### src/rtl/mult_div_unit_pkg.sv
// Shared encodings for the multicycle datapath multiply/divide unit.
// Holds:
//   - MD_* operation codes driven by the control unit on op[1:0]
//   - md_state_t and its state constants for the iterative sequencer
package mult_div_unit_pkg;

  // op[1] selects divide, op[0] selects unsigned
  localparam logic [1:0] MD_MULT  = 2'b00;
  localparam logic [1:0] MD_MULTU = 2'b01;
  localparam logic [1:0] MD_DIV   = 2'b10;
  localparam logic [1:0] MD_DIVU  = 2'b11;

  typedef logic [1:0] md_state_t;

  localparam md_state_t IDLE = 2'd0;
  localparam md_state_t CALC = 2'd1;
  localparam md_state_t FIX  = 2'd2;

endpackage

### src/rtl/md_sign_adjust.sv
// Conditional two's-complement negate.
// Ports:
//   value  in  WIDTH  operand
//   negate in  1      1 = output -value, 0 = output value
//   result out WIDTH  adjusted value (most-negative maps to itself)
module md_sign_adjust #(
  parameter int WIDTH = 32
) (
  input  logic [WIDTH-1:0] value,
  input  logic             negate,
  output logic [WIDTH-1:0] result
);

  logic signed [WIDTH-1:0] sval;

  assign sval   = value;
  assign result = negate ? -sval : sval;

endmodule

### src/rtl/mult_div_unit.sv
// Iterative multiply/divide unit (MULT, MULTU, DIV, DIVU), one bit per cycle.
// Ports:
//   clk      in  1      system clock, rising edge
//   rst      in  1      asynchronous active-low reset
//   start    in  1      request, accepted only while busy=0
//   op       in  2      operation code (see mult_div_unit_pkg)
//   a        in  WIDTH  multiplicand / dividend
//   b        in  WIDTH  multiplier / divisor
//   busy     out 1      operation in progress
//   done     out 1      one-cycle pulse: hi/lo or div_zero valid
//   div_zero out 1      with done: divisor was zero, hi/lo untouched
//   hi       out WIDTH  product upper half / remainder
//   lo       out WIDTH  product lower half / quotient
// The datapath works on magnitudes; signs are re-applied in FIX.
module mult_div_unit
  import mult_div_unit_pkg::*;
#(
  parameter int WIDTH = 32
) (
  input  logic             clk,
  input  logic             rst,
  input  logic             start,
  input  logic [1:0]       op,
  input  logic [WIDTH-1:0] a,
  input  logic [WIDTH-1:0] b,
  output logic             busy,
  output logic             done,
  output logic             div_zero,
  output logic [WIDTH-1:0] hi,
  output logic [WIDTH-1:0] lo
);

  localparam int CNT_W = $clog2(WIDTH);

  md_state_t          state;
  logic [CNT_W-1:0]   cnt;
  logic               is_div;
  logic               neg_result;
  logic               neg_rem;
  logic               zflag;
  logic [2*WIDTH-1:0] acc;
  logic [WIDTH-1:0]   opnd_b;

  // Operand magnitudes at start
  logic             signed_op;
  logic             a_neg;
  logic             b_neg;
  logic [WIDTH-1:0] mag_a;
  logic [WIDTH-1:0] mag_b;

  assign signed_op = ~op[0];
  assign a_neg     = signed_op & a[WIDTH-1];
  assign b_neg     = signed_op & b[WIDTH-1];

  md_sign_adjust #(.WIDTH(WIDTH)) u_mag_a (.value(a), .negate(a_neg), .result(mag_a));
  md_sign_adjust #(.WIDTH(WIDTH)) u_mag_b (.value(b), .negate(b_neg), .result(mag_b));

  // Multiply step: acc = {partial product, remaining multiplier bits}.
  // The add keeps its carry, which becomes the new top bit after the shift.
  logic [WIDTH:0]     mul_sum;
  logic [2*WIDTH-1:0] mul_next;

  assign mul_sum  = {1'b0, acc[2*WIDTH-1:WIDTH]} + (acc[0] ? {1'b0, opnd_b} : '0);
  assign mul_next = {mul_sum, acc[WIDTH-1:1]};

  // Restoring divide step: acc = {remainder, dividend bits / quotient bits}.
  // The trial value is one bit wider than the remainder so the borrow
  // (bit WIDTH of the difference) decides the quotient bit.
  logic [WIDTH:0]     div_trial;
  logic [WIDTH:0]     div_diff;
  logic               div_ok;
  logic [2*WIDTH-1:0] div_next;

  assign div_trial = acc[2*WIDTH-1:WIDTH-1];
  assign div_diff  = div_trial - {1'b0, opnd_b};
  assign div_ok    = ~div_diff[WIDTH];
  assign div_next  = {(div_ok ? div_diff[WIDTH-1:0] : div_trial[WIDTH-1:0]),
                      acc[WIDTH-2:0], div_ok};

  // Sign fix-up of the finished magnitudes
  logic [2*WIDTH-1:0] fix_prod;
  logic [WIDTH-1:0]   fix_quo;
  logic [WIDTH-1:0]   fix_rem;

  md_sign_adjust #(.WIDTH(2*WIDTH)) u_fix_prod (
    .value(acc), .negate(neg_result), .result(fix_prod)
  );
  md_sign_adjust #(.WIDTH(WIDTH)) u_fix_quo (
    .value(acc[WIDTH-1:0]), .negate(neg_result), .result(fix_quo)
  );
  md_sign_adjust #(.WIDTH(WIDTH)) u_fix_rem (
    .value(acc[2*WIDTH-1:WIDTH]), .negate(neg_rem), .result(fix_rem)
  );

  always_ff @(posedge clk or negedge rst) begin
    if (!rst) begin
      state      <= IDLE;
      cnt        <= '0;
      is_div     <= 1'b0;
      neg_result <= 1'b0;
      neg_rem    <= 1'b0;
      zflag      <= 1'b0;
      acc        <= '0;
      opnd_b     <= '0;
      busy       <= 1'b0;
      done       <= 1'b0;
      div_zero   <= 1'b0;
      hi         <= '0;
      lo         <= '0;
    end else begin
      done     <= 1'b0;
      div_zero <= 1'b0;
      case (state)
        IDLE: begin
          if (start) begin
            is_div     <= op[1];
            neg_result <= a_neg ^ b_neg;
            neg_rem    <= op[1] & a_neg;
            opnd_b     <= mag_b;
            acc        <= {{WIDTH{1'b0}}, mag_a};
            cnt        <= CNT_W'(WIDTH - 1);
            busy       <= 1'b1;
            // A zero divisor skips the iterations entirely
            if (op[1] && (b == '0)) begin
              zflag <= 1'b1;
              state <= FIX;
            end else begin
              zflag <= 1'b0;
              state <= CALC;
            end
          end
        end
        CALC: begin
          acc <= is_div ? div_next : mul_next;
          cnt <= cnt - CNT_W'(1);
          if (cnt == '0) state <= FIX;
        end
        FIX: begin
          state <= IDLE;
          busy  <= 1'b0;
          done  <= 1'b1;
          if (zflag) begin
            div_zero <= 1'b1;
          end else if (is_div) begin
            hi <= fix_rem;
            lo <= fix_quo;
          end else begin
            {hi, lo} <= fix_prod;
          end
        end
        default: begin
          state <= IDLE;
          busy  <= 1'b0;
        end
      endcase
    end
  end

endmodule

### config.mk
export PLATFORM = sky130hd
export DESIGN_NAME = mult_div_unit
export DESIGN_NICKNAME = d
export VERILOG_FILES = /design/src/rtl/mult_div_unit_pkg.sv /design/src/rtl/md_sign_adjust.sv /design/src/rtl/mult_div_unit.sv
export SDC_FILE = /design/constraint.sdc
export NUM_CORES = 1
export LEC_CHECK = 0
export BUFFER_PORTS_ARGS = -buffer_cell sky130_fd_sc_hd__buf_2
export CORE_ASPECT_RATIO = 1.4
export CORE_MARGIN = 2
export CORE_UTILIZATION = 55
export CTS_CLUSTER_SIZE = 20
export DETAILED_ROUTE_END_ITERATION = 10
export GPL_ROUTABILITY_DRIVEN = 0
export PLACE_DENSITY = 0.78
export SYNTH_ARGS = -nofsm -noshare
export SYNTH_HDL_FRONTEND = slang
export SYNTH_SLANG_ARGS = --single-unit
### constraint.sdc
create_clock -name clk -period 4.1 [get_ports clk]
set_clock_uncertainty 0.2 [all_clocks]
set_input_delay 0.41 -clock clk [delete_from_list [all_inputs] [get_ports clk]]
set_output_delay 0.41 -clock clk [all_outputs]
set_load 0.01 [all_outputs]
; ---- Word-level counts from Yosys, hierarchy flattened
; Cells that the tools add are included.
[word_totals]
reg_bits = 174
in_bits = 69
output_inout_bits = 67
wordCells = 67
[classes]
n_addsub = 8
eq_ne = 4
muxes = 24
bitwise_logic = 8
reduce_logical = 10
[ops]
columns = op, n
row1 = 2-to-1 mux 32 bit, 8
row2 = 2-to-1 mux 64 bit, 3
row3 = negation 32 bit, 4
row4 = case mux 64 bit (2 select lines), 1
row5 = negation 64 bit, 1
row6 = adder 32 x 32 -> 33 bit, 1
row7 = subtractor 33 x 32 -> 33 bit, 1
row8 = logical NOT 32 bit, 1
row9 = case mux 5 bit (2 select lines), 1
row10 = AND reduction 2 bit, 5
row11 = 2-to-1 mux 2 bit, 3
row12 = logical NOT 5 bit, 1
row13 = 2-to-1 mux 1 bit, 5
row14 = 2-to-1 mux 5 bit, 1
row15 = subtractor 5 x 1 -> 5 bit (second input constant), 1
row16 = inequality test 2 bit (second input constant), 2
row17 = NOT 1 bit, 4
row18 = case mux 2 bit (2 select lines), 1
row19 = AND 1 bit, 3
row20 = == test 2 x 1 -> 1 bit (second input constant), 1
row21 = == test 2 bit (second input constant), 1
row22 = logical NOT 2 bit, 1
row23 = case mux 1 bit (2 select lines), 1
row24 = nonzero test 2 bit, 1
row25 = other kinds (2), 2

; ---- Depth between registers and ports, before layout
; Gate-level depths: netlist of run 1.
[depth]
depth_word = 5
ltp_mapped = 15
ltp_nobuf = 14

; ---- Cells and area by module
; Synthesis of run 1 repeated with hierarchy kept, for this count alone.
[unflattened]
hier_cells = 1981
area_unflattened_um2 = 16412.0
[modules_own_cells]
columns = module, n_inst, cells_each, area_per_inst_um2, seq_area_each_um2
row1 = mult_div_unit, 1, 1360, 11908.9, 4354.2
row2 = md_sign_adjust (u_fix_rem ...), 3, 108, 767.0, 0.0
row3 = md_sign_adjust (u_fix_prod), 1, 198, 1453.9, 0.0
row4 = md_sign_adjust (u_fix_quo), 1, 99, 748.2, 0.0

; ---- Worst setup path after synthesis of run 1
; No wires, ideal clock.
[synth_path]
path_type = flip-flop to flip-flop
startpoint = reg acc[0]
endpoint = reg acc[63]
setup_time_ps = 134
t_arrival_ps = 3450
required_time_ps = 3766
path_slack_ps = 315
path_stages_with_launch = 15
path_buffers = 1
synth_period_minus_slack_ps = 3785
cell_sequence = dfrtp_1 inv_1 buf_1 nor2_1 ha_1 o211ai_1 a21oi_1 o41a_1 a221oi_1 nor3_1 nor3_1 o21ai_0 a221o_1 a211oi_1 o31ai_1
[synth_between]
elab_chain_cells = 4
[synth_lines]
columns = item, line_no
row1 = from (decl), mult_div_unit.sv:41  ; logic [2*WIDTH-1:0] acc;
row2 = from (signal assigned), mult_div_unit.sv:120  ; acc <= {{WIDTH{1'b0}}, mag_a};
row3 = from (signal assigned), mult_div_unit.sv:134  ; acc <= is_div ? div_next : mul_next;
row4 = 2-to-1 mux 32 bit, mult_div_unit.sv:63  ; assign mul_sum = {1'b0, acc[2*WIDTH-1:WIDTH]} + (acc[0] ? {1'b0, opnd_b} : '0);
row5 = adder 32 x 32 -> 33 bit, mult_div_unit.sv:63
row6 = 2-to-1 mux 64 bit, mult_div_unit.sv:134
row7 = case mux 64 bit (2 select lines), mult_div_unit.sv:113  ; case (state)
; Every way passes these cells.
; A chain may end at the register's enable or synchronous reset.

; ---- Worst setup path in the final report of run 1
[layout_path]
startpoint = reg acc[0]
endpoint = reg acc[58]
; Same word-level chain as after synthesis.

==> results.md, run 1 <==
* Register area share after synthesis at 31.95%
* N_diodes at 0
* Die Span X at roughly 140 µm
* H-tree depth at 4
* Post-synthesis instance total at 1,721
* CP endpoint kind: register
* Most common cell after layout, fill and taps aside: nand2_1
* Fmax at 260.7 MHz
* Cell Chain, Critical Path: inv_1 > buf_4 > nor2_1 > ha_1 > a21oi_1 > o21ai_0 > a21oi_1 > buf_4 > o21ai_0 > a311oi_2 > o21ai_0 > xnor2_1 > o21ai_0 > a211o_1
* Gr ovfl total at 0
* Min-Delay Path Class: in2reg
* Setup TNS at 0 ns
* Power per cell area at 924.0 nW/µm²
* CP max FO at 10
* Mapped Area at between 10,000 and 15,000 µm²
* Fin crit period at ~3.8 ns
* I/O Buffers at roughly 140
* Initial antenna violation count at 0
* Final Max Slew Viols at 0
* Layout cells sized above 1 at approximately an eighth
* Remaining antenna violation count at 0
* Leakage power at 6.997 nW
* Die ar. at 26,070 µm²
* Min Hold Slack at 0.04946 ns
* Worst path slowest cell: o21ai_0
* Clock Sinks at between 150 and 200
* Slew HR at ~28%
* Clk_lat worst skew at approximately 0.44 ns
* Commonest cells after routing, fill and taps aside: nand2_1 (248), o21ai_0 (228), dfrtp_1 (173), buf_2 (134), nor2_1 (132)
* Avg Cell Area, Syn at 7.918 µm²
* CP required at around 4.2 ns
* Vias in the first global route at 12,770
* CTS clock-pin slew for the worst setup and hold paths at 0.07 ns
* Layout net count at about 2,000
* CTS root buf: clkbuf_16
* RSZ-0062 raised after global routing: false
* Fin. Hold Viols at 0
* Max incr delay on CP at 0.45 ns
* I/O pin count at 136
* #FFs+latches synth at 174
* CTS buffer count at 17
* P&R area growth vs syn at 12.57%
* Actual slew at the worst max-slew pin at 1.072 ns
* Synth async-reset ratio at 100.0%
* Vias per cell at 6.220
* Status: complete, no violations
* CP arrival at 3.96 ns
* WL final at between 40 and 50 mm
* Number of setup violations in the final report at 0
* Height of the die at 190.2 µm
* Drc violations at 0
* Buf/Inv on CP at 3
* Worst vdd ir at roughly 520 µV
* Max Cap Violations at 0
* Type of origin of the critical path: register
* Largest net degree at the start of global routing at 96
* CP Class: reg2reg
* CTS tree: yes
* CP dominant cell by count: o21ai_0
* Netlist cell types at 64
* Cell family with most CP delay: compound AO/OA/AOI/OAI gates
* DR iter-0 viols at between 1,000 and 1,500
* Via Count at 13,440
* YS warnings at 0
* EDFF count, synth at 0
* Buffer depth of the longest clock path at 2
* Initial Utilization at 55.61%
* Ys flop type: dfrtp_1
* Avg WL per Cell at 18.92 µm
* Core Region at 24,500 µm²
* Syn_nets at 1,862
* Initial DRT Pass Iterations at 6
* First-pass GRT wire length at 64.73 mm
* GRT Resource Usage Total at between 30% and 40%
* # rows at 68
* Hpwl dp at roughly 31 mm
* Tcrit/Tclk final at 93.56%
## path summary, 6_finish.rpt
| check | from | cells past startpoint | to | slack (ns) |
|---|---|---|---|---|
| worst max-delay path | acc[0]$_DFFE_PN0P_ | 14 | acc[58]$_DFFE_PN0P_ | 0.26 |
| worst min-delay path | op[1] | 3 | is_div$_DFFE_PN0P_ | 0.05 |
| worst max register to register | acc[0]$_DFFE_PN0P_ | 14 | acc[58]$_DFFE_PN0P_ | 0.26 |
| worst min register to register | hi[7]$_DFFE_PN0P_ | 2 | hi[7]$_DFFE_PN0P_ | 0.27 |
| max in group asynchronous | rst | 3 | hi[23]$_DFFE_PN0P_ | 2.30 |
| min in group asynchronous | rst | 2 | cnt[1]$_DFFE_PN0P_ | 0.41 |
## timing repair
| action | CTS | global route |
|---|---|---|
| buffers inserted | 0 | 0 |
| hold buffers | 1 | 0 |
| gates resized for setup | 0 | 4 |
| hold endpoints to repair | 92 | 0 |
| setup endpoints to repair | 0 | 5 |
## cells in the mapped netlist (4+ instances only)
| library cell | n | area [µm²] |
|---|---|---|
| o21bai_1 | 8 | 60.06 |
| o21ai_0 | 228 | 1141 |
| o31a_1 | 4 | 35.03 |
| nor3_1 | 34 | 170.2 |
| inv_1 | 70 | 262.8 |
| nand4_1 | 8 | 50.05 |
| nor4_1 | 15 | 93.84 |
| nand3_1 | 24 | 120.1 |
| a211oi_1 | 9 | 67.56 |
| o41ai_1 | 16 | 140.1 |
| nor2b_1 | 9 | 56.30 |
| or3_1 | 21 | 131.4 |
| o221ai_1 | 16 | 140.1 |
| o31ai_1 | 19 | 142.6 |
| nand2b_1 | 20 | 125.1 |
| and3_1 | 7 | 43.79 |
| a311oi_1 | 5 | 43.79 |
| mux2i_1 | 43 | 430.4 |
| a21oi_1 | 115 | 575.6 |
| clkbuf_1 | 76 | 285.3 |
| a31oi_1 | 11 | 68.82 |
| nor2_1 | 133 | 499.2 |
| a22oi_1 | 18 | 135.1 |
| nor3b_1 | 5 | 37.54 |
| o21a_1 | 10 | 75.07 |
| xnor2_1 | 90 | 788.3 |
| buf_1 | 13 | 48.80 |
| nand2_1 | 249 | 934.7 |
| or2_2 | 9 | 56.30 |
| o22ai_1 | 5 | 31.28 |
| or4_1 | 15 | 112.6 |
| and2_1 | 9 | 56.30 |
| a21o_1 | 27 | 202.7 |
| xor2_1 | 85 | 744.5 |
| dfrtp_1 | 174 | 4354 |
| ha_1 | 70 | 875.8 |
| o211ai_1 | 8 | 60.06 |
## stage by stage
| stage | instances | setup slack [ns] | total power [mW] | utilization, % | instance area (µm²) |
|---|---|---|---|---|---|
| finish | 2160 | 0.2639 | 14.17 | 62.60 | 15340 |
| global route | 2160 | 0.001419 | 15.24 | 62.60 | 15340 |
| detailed placement | 2127 | 0.2881 | 12.31 | 60.13 | 14730 |
| global placement | 2127 | 0.3373 | 12.05 | 60.13 | 14730 |
| CTS | 2160 | 0.2751 | 13.96 | 62.51 | 15320 |
| floorplan | 1721 | 0.3153 | 9.671 | - | 13630 |
## per-layer routing
metal  up-vias  routed length (µm)  GRT usage (%)
met3       188                2929          4.040
met4         0                2673          19.19
met2       633               19710          53.69
met1      6271               15550          37.26
met5         -                   0              0
li1       6344                   -              -
## power breakdown
part	leakage [nW]	internal [mW]	switching, mW
logic	4.56	3.57	5.60
registers	2.17	2.52	0.872
clock network	0.271	0.907	0.709
total	7.00	6.99	7.18
## flip-flops by register name (all words and copies together), names as in the netlist
register and cells:
acc 64, busy 1, cnt 5, div_zero 1, done 1, hi 32, is_div 1, lo 32
neg_rem 1, neg_result 1, opnd_b 32, state 2, zflag 1
## tightest hold or removal path: cells and delay by family
family                 cells  cell delay (ns)
AND/OR/NAND/NOR            1             0.06
AO/OA/AOI/OAI              1             0.06
buffers and inverters      1             0.13
## cell type report
type,instances,area [µm²]
fill,2169,9164
multi-input combinational,1385,8705
sequential,174,4355
timing repair buffer,183,1045
clock buffer,25,495.5
tap,315,394.1
inverter,71,266.5
clock inverter,7,78.83
## cells by family after synthesis
logic type               share of synthesized area (%)
adder cells (fa/ha/maj)                          6.721
AO/OA/AOI/OAI                                    23.33
buffers and inverters                            4.481
multiplexers                                     3.241
AND/OR/NAND/NOR                                  19.02
XOR/XNOR                                         11.25
flip-flops                                       31.95
Note: power is estimated with default switching activity, not from simulation.
==> inputs of run 2 (changes only) <==
--- a/config.mk
+++ b/config.mk
@@ -5,14 +5,17 @@
 export SDC_FILE = /design/constraint.sdc
 export NUM_CORES = 1
 export LEC_CHECK = 0
+export ABC_AREA = 0
 export BUFFER_PORTS_ARGS = -buffer_cell sky130_fd_sc_hd__buf_2
 export CORE_ASPECT_RATIO = 1.4
 export CORE_MARGIN = 2
-export CORE_UTILIZATION = 55
+export CORE_UTILIZATION = 56
 export CTS_CLUSTER_SIZE = 20
 export DETAILED_ROUTE_END_ITERATION = 10
 export GPL_ROUTABILITY_DRIVEN = 0
+export MAX_ROUTING_LAYER = met4
 export PLACE_DENSITY = 0.78
 export SYNTH_ARGS = -nofsm -noshare
 export SYNTH_HDL_FRONTEND = slang
+export SYNTH_HIERARCHICAL = 1
 export SYNTH_SLANG_ARGS = --single-unit
==> results.md, run 2 <==
* Number of setup violations in the final report at 0
* Post-CTS Setup Bufs at 0
* CP required at 4.25 ns
* CTS buffer count at 17
* Max Cap Violations at 0
* Resize count post-CTS at 0
* Switching pwr at ~8.5 mW
* Ys flop type: dfrtp_1
* Comb power frac at 68.1%
* Vias in the first global route at between 15,000 and 20,000
* CTS Hold Bufs at 3
* Die ar. at roughly 30,000 µm²
* #FFs+latches synth at 174
* Slew HR at between 20% and 30%
* Initial Utilization at 56.63%
* Die Span X at between 100 and 150 µm
* Power per cell area at slightly above 900 nW/µm²
* Most common cell after layout, fill and taps aside: xnor2_1
* GRT Resource Usage Total at ~35%
* Final Max Slew Viols at 0
* Post-layout util at 63.49%
* CTS root buf: clkbuf_16
* CP arrival at 4.03 ns
* I/O pin count at 136
* Gr ovfl total at 0
* Layout net count at 2,242
* Min-Delay Path Class: in2reg
* Area contributors post-synth: dfrtp_1 (27%), xnor2_1 (11%), ha_1 (5.4%)
* Avg Cell Area, Syn at around 8.3 µm²
* WL final at between 50 and 60 mm
* Type of origin of the critical path: register
* Fin crit period at between 3 and 4 ns
* Via Count at between 15,000 and 20,000
* CTS tree: yes
* Clock Sinks at 174
* Buffer depth of the longest clock path at 2
* Remaining antenna violation count at 0
* Most flop-heavy register: acc
* Fin. Hold Viols at 0
* Actual slew at the worst max-slew pin at between 1 and 1.5 ns
* Number of flip-flops under the largest register name at 64
* Worst vdd ir at 397.0 µV
* Clock power share at 10.4%
* CP Class: reg2reg
* CP max FO at 5
* Core Region at just under 30,000 µm²
* Sw frac at 50.52%
* Initial antenna violation count at 0
* Register area share after synthesis at 26.53%
* Drc violations at 0
* Height of the die at 206.6 µm
* Top cell type's share of synthesized area at 26.53%
* H-tree depth at 4
* Setup TNS at 0 ns
* Largest net degree at the start of global routing at roughly 130
* First-pass GRT wire length at just over 80 mm
* EDFF count, synth at 0
* Hpwl dp at 38.05 mm
* CTS clock-pin slew for the worst setup and hold paths at 0.07 ns
* Commonest cells after routing, fill and taps aside: xnor2_1 (207), dfrtp_1 (172), nand2_1 (161), nor2_1 (151), a21oi_1 (149)
* Netlist cell types at 82
* Leakage power at roughly 7.5 nW
* Mapped Area at 16,410 µm²
* Synth cell count leaders: xnor2_1 (208), dfrtp_1 (174), nand2_1 (161)
* Fmax at 257.7 MHz
* I/O Buffers at 135
* CP endpoint kind: register
* Vias per cell at between 6 and 7
* RSZ-0062 raised after global routing: false
* Status: complete, no violations
* YS warnings at 6
* Initial DRT Pass Iterations at 6
* P&R area growth vs syn at 12.11%
* Sequential share of power at 21.5%
* # rows at 74
* Clk_lat worst skew at 0.48 ns
* Syn_nets at 2,123
* Avg WL per Cell at ~21 µm
* Synth async-reset ratio at 100.0%
* N_diodes at 0
* Yosys top cell by area: dfrtp_1
* DR iter-0 viols at 1,593
* Most common cell in the netlist: xnor2_1
* Pint at 8.308 mW
* Post-synthesis instance total at slightly below 2,000
* Tcrit/Tclk final at 94.63%
* Layout cells sized above 1 at 15.29%
==> run 2: cell type report <==
type                            instances  area (µm²)
Multi-Input combinational cell       1598       11250
Fill cell                            2450       10580
Sequential cell                       174        4359
Timing Repair Buffer                  220        1365
Tap cell                              380       475.5
Clock buffer                           17       425.4
Inverter                               89       334.1
Clock inverter                         15       185.2
==> run 2: cell families (layout without fill, tap and decap cells) <==
logic type	Yosys count	after routing	synth area share, %
mux	89	89	5.436
flops	174	174	26.53
xor+xnor	233	233	12.48
compound gates	625	625	26.64
buf+inv	209	341	5.131
simple gates	578	578	18.13
fa+ha+maj	73	73	5.657
==> run 2: power by group through the flow <==
| stage | clock (mW) | sequential [mW] | combinational [mW] |
|---|---|---|---|
| after floorplan | 0 | 3.58 | 7.92 |
| after global placement | 0 | 3.57 | 10.9 |
| after detailed placement | 0 | 3.61 | 11.1 |
| after CTS | 1.75 | 3.57 | 11.2 |
| after global routing | 1.82 | 3.71 | 12.4 |
| final | 1.75 | 3.61 | 11.4 |
==> run 2: critical path: stages (launching register included) <==
cell and delay (ns):
dfrtp_1 0.35, inv_1 0.06, ha_1 0.22, fa_1 0.39
nand2b_1 0.22, a21oi_2 0.18, o21ai_2 0.14, o32ai_4 0.35
a21oi_2 0.15, o41ai_4 0.53, xor2_2 0.19, mux2_2 0.35
a222oi_1 0.30, o21ai_1 0.12
==> run 2: worst paths after layout <==
| check | from | end | slack (ns) | cells after the start |
|---|---|---|---|---|
| max | acc[31]$_DFFE_PN0P_ | acc[60]$_DFFE_PN0P_ | 0.22 | 13 |
| min | a[31] | neg_result$_DFFE_PN0P_ | 0.06 | 3 |
| max reg2reg | acc[31]$_DFFE_PN0P_ | acc[60]$_DFFE_PN0P_ | 0.22 | 13 |
| min reg2reg | busy$_DFFE_PN0P_ | busy$_DFFE_PN0P_ | 0.30 | 1 |
| max in group asynchronous | rst | acc[41]$_DFFE_PN0P_ | 2.34 | 3 |
| min in group asynchronous | rst | acc[15]$_DFFE_PN0P_ | 0.36 | 2 |
==> run 2: layer usage <==
layer / track usage (%) / vias to the layer above / part of all wire, %
met2: 61.08 / 833 / 51
met4: 20.61 / 0 / 6.2
li1: - / 7564 / -
met5: - / - / 0
met3: 5.209 / 241 / 6.6
met1: 36.59 / 7919 / 37
==> run 2: per-stage QoR <==
stage	total power [mW]	setup slack, ns	instances	instance area [µm²]	hold WS, ns
floorplan	11.50	0.2894	1981	16410	-0.08559
global placement	14.44	0.3687	2458	17760	0.2817
detailed placement	14.71	0.3006	2458	17760	0.2944
CTS	16.53	0.2751	2493	18400	0.05769
global route	17.94	0.01977	2493	18400	0.06538
finish	16.79	0.2200	2493	18400	0.05766
==> inputs of run 3 (changes only) <==
--- a/config.mk
+++ b/config.mk
@@ -9,12 +9,12 @@
 export BUFFER_PORTS_ARGS = -buffer_cell sky130_fd_sc_hd__buf_2
 export CORE_ASPECT_RATIO = 1.4
 export CORE_MARGIN = 2
-export CORE_UTILIZATION = 56
+export CORE_UTILIZATION = 62
 export CTS_CLUSTER_SIZE = 20
 export DETAILED_ROUTE_END_ITERATION = 10
 export GPL_ROUTABILITY_DRIVEN = 0
 export MAX_ROUTING_LAYER = met4
-export PLACE_DENSITY = 0.78
+export PLACE_DENSITY = 0.82
 export SYNTH_ARGS = -nofsm -noshare
 export SYNTH_HDL_FRONTEND = slang
 export SYNTH_HIERARCHICAL = 1
==> constraint.sdc (replaced) <==
create_clock -name clk -period 4.3 [get_ports clk]
set_clock_uncertainty 0.2 [all_clocks]
set_input_delay 0.43 -clock clk [delete_from_list [all_inputs] [get_ports clk]]
set_output_delay 0.43 -clock clk [all_outputs]
set_load 0.01 [all_outputs]
==> results.md, run 3 (same netlist as run 2, synthesis figures left out) <==
* Via Count at 16,460
* Status: complete, no violations
* H-tree depth at 4
* RSZ-0062 raised after global routing: false
* Power per cell area at roughly 900 nW/µm²
* Most flop-heavy register: acc
* Fin. Hold Viols at 0
* Comb power frac at 68.4%
* N_diodes at 0
* First-pass GRT wire length at 81.59 mm
* Post-layout util at 69.64%
* FF-to-FF Start: acc[0]$_DFFE_PN0P_
* Worst vdd ir at around 520 µV
* CTS buffer count at 17
* CP endpoint kind: register
* Fin crit period at a little over 4 ns
* Number of flip-flops under the largest register name at between 60 and 70
* Initial DRT Pass Iterations at 6
* I/O Buffers at 135
* Layout cells sized above 1 at 14.36%
* Min-Delay Path Class: in2reg
* Vias per cell at 6.822
* CTS root buf: clkbuf_16
* Buf/Inv on CP at 2
* CP arrival at 4.24 ns
* Hpwl dp at ~38 mm
* Core Region at 26,100 µm²
* Largest net degree at the start of global routing at about 130
* Tcrit/Tclk final at 95.19%
* Number of setup violations in the final report at 0
* Switching pwr at just over 8 mW
* Pint at ~7.9 mW
* Fillers at between 2,000 and 2,500
* Slew HR at between 20% and 30%
* Final Max Slew Viols at 0
* Hold Path Origin: op[0]
* Initial antenna violation count at 0
* Cell Chain, Critical Path: buf_4 > nand2_1 > inv_1 > ha_1 > a211oi_1 > o211ai_1 > a221oi_2 > a31oi_1 > o21ai_1 > a21oi_1 > and2_1 > a311oi_1 > o311ai_1 > a31o_1
* Die Span X at 141.5 µm
* # rows at 70
* I/O pin count at 136
* Drc violations at 0
* WL final at between 50 and 60 mm
* Design Power at 15.98 mW
* Initial Utilization at 62.88%
* Setup TNS at 0 ns
* Cell family with most CP delay: compound AO/OA/AOI/OAI gates
* Fin cells at 2,413
* Sequential share of power at around a fifth
* Clk_lat worst skew at between 0.4 and 0.5 ns
* CTS tree: yes
* CTS clock-pin slew for the worst setup and hold paths at 0.07 ns
* Max Cap Violations at 0
* Critical path origin: acc[0]$_DFFE_PN0P_
* Height of the die at 196.5 µm
* CP Class: reg2reg
* Fmax at 244.3 MHz
* Clock Sinks at approximately 170
* Die ar. at 27,810 µm²
* Leakage power at 7.396 nW
* P&R area growth vs syn at 10.74%
* Type of origin of the critical path: register
* Layout net count at 2,218
* Min Hold Slack at 0.01193 ns
* Resize count post-CTS at 0
* Sw frac at 50.56%
* CP required at 4.44 ns
* Actual slew at the worst max-slew pin at approximately 1.2 ns
* DR iter-0 viols at approximately 1,600
* Max incr delay on CP at 0.58 ns
* Clock power share at 10.4%
* Commonest cells after routing, fill and taps aside: xnor2_1 (207), dfrtp_1 (172), nand2_1 (161), nor2_1 (151), a21oi_1 (149)
* Most common cell after layout, fill and taps aside: xnor2_1
* GRT Resource Usage Total at 37.75%
* Remaining antenna violation count at 0
* Worst path slowest cell: a311oi_1
* Placed insts at between 2,000 and 2,500
* Gr ovfl total at 0
* Vias in the first global route at approximately 16,000
* Buffer depth of the longest clock path at 2
* CP max FO at 16
* Avg WL per Cell at 21.16 µm
==> run 3: changes by cell type in the layout (fill, tap and decap cells not counted), moves of 2 or more <==
cell           change
buf_12             +2
buf_4             -24
clkbuf_8           +2
clkinvlp_4         +2
dlygate4sd3_1      -2
inv_6              -3
==> run 3: timing repair <==
action                                 CTS  global route
endpoints found under the hold margin   63             0
buffers inserted                         0             0
hold buffers                             1             0
==> run 3: power by group through the flow <==
stage | Clock [mW] | Combinational [mW] | Sequential [mW]
after global routing | 1.73 | 11.9 | 3.48
after floorplan | 0 | 7.55 | 3.41
final | 1.66 | 10.9 | 3.39
after global placement | 0 | 10.3 | 3.34
after detailed placement | 0 | 10.6 | 3.38
after CTS | 1.66 | 10.7 | 3.35
==> run 3: worst paths after layout <==
path                                          end  slack (ns)  cells past startpoint
setup / recovery              acc[58]$_DFFE_PN0P_        0.21                     14
hold / removal             neg_result$_DFFE_PN0P_        0.01                      2
setup reg to reg              acc[58]$_DFFE_PN0P_        0.21                     14
hold reg to reg                  busy$_DFFE_PN0P_        0.28                      1
max in group asynchronous      hi[14]$_DFFE_PN0P_        2.55                      3
min in group asynchronous     acc[15]$_DFFE_PN0P_        0.36                      2
==> run 3: final cells by class <==
class	count	area [µm²]	share of cell area (%)
Multi-Input combinational cell	1598	11250	61.92
Sequential cell	174	4359	23.98
Timing Repair Buffer	196	1205	6.630
Clock buffer	20	456.7	2.513
Tap cell	324	405.4	2.230
Inverter	89	334.1	1.838
Clock inverter	12	160.2	0.8812
==> run 3: stage by stage <==
step	area, µm²	setup WS [ns]
4_1_cts	18170	0.3692
3_3_place_gp	17550	0.4598
3_5_place_dp	17550	0.4100
5_1_grt	18170	0.1333
6_report	18170	0.2068
2_1_floorplan	16410	0.4894
==> run 3: per-layer routing <==
metal  wire [µm]  vias to the layer above  share of wire (%)  track usage, %
li1            -                     7497                  -               -
met1       18190                     7831                 36           39.74
met2       25460                      861                 50           64.72
met3        3307                      272                6.5           5.637
met4        4088                        0                8.0           26.37
met5           0                        -                  0               -
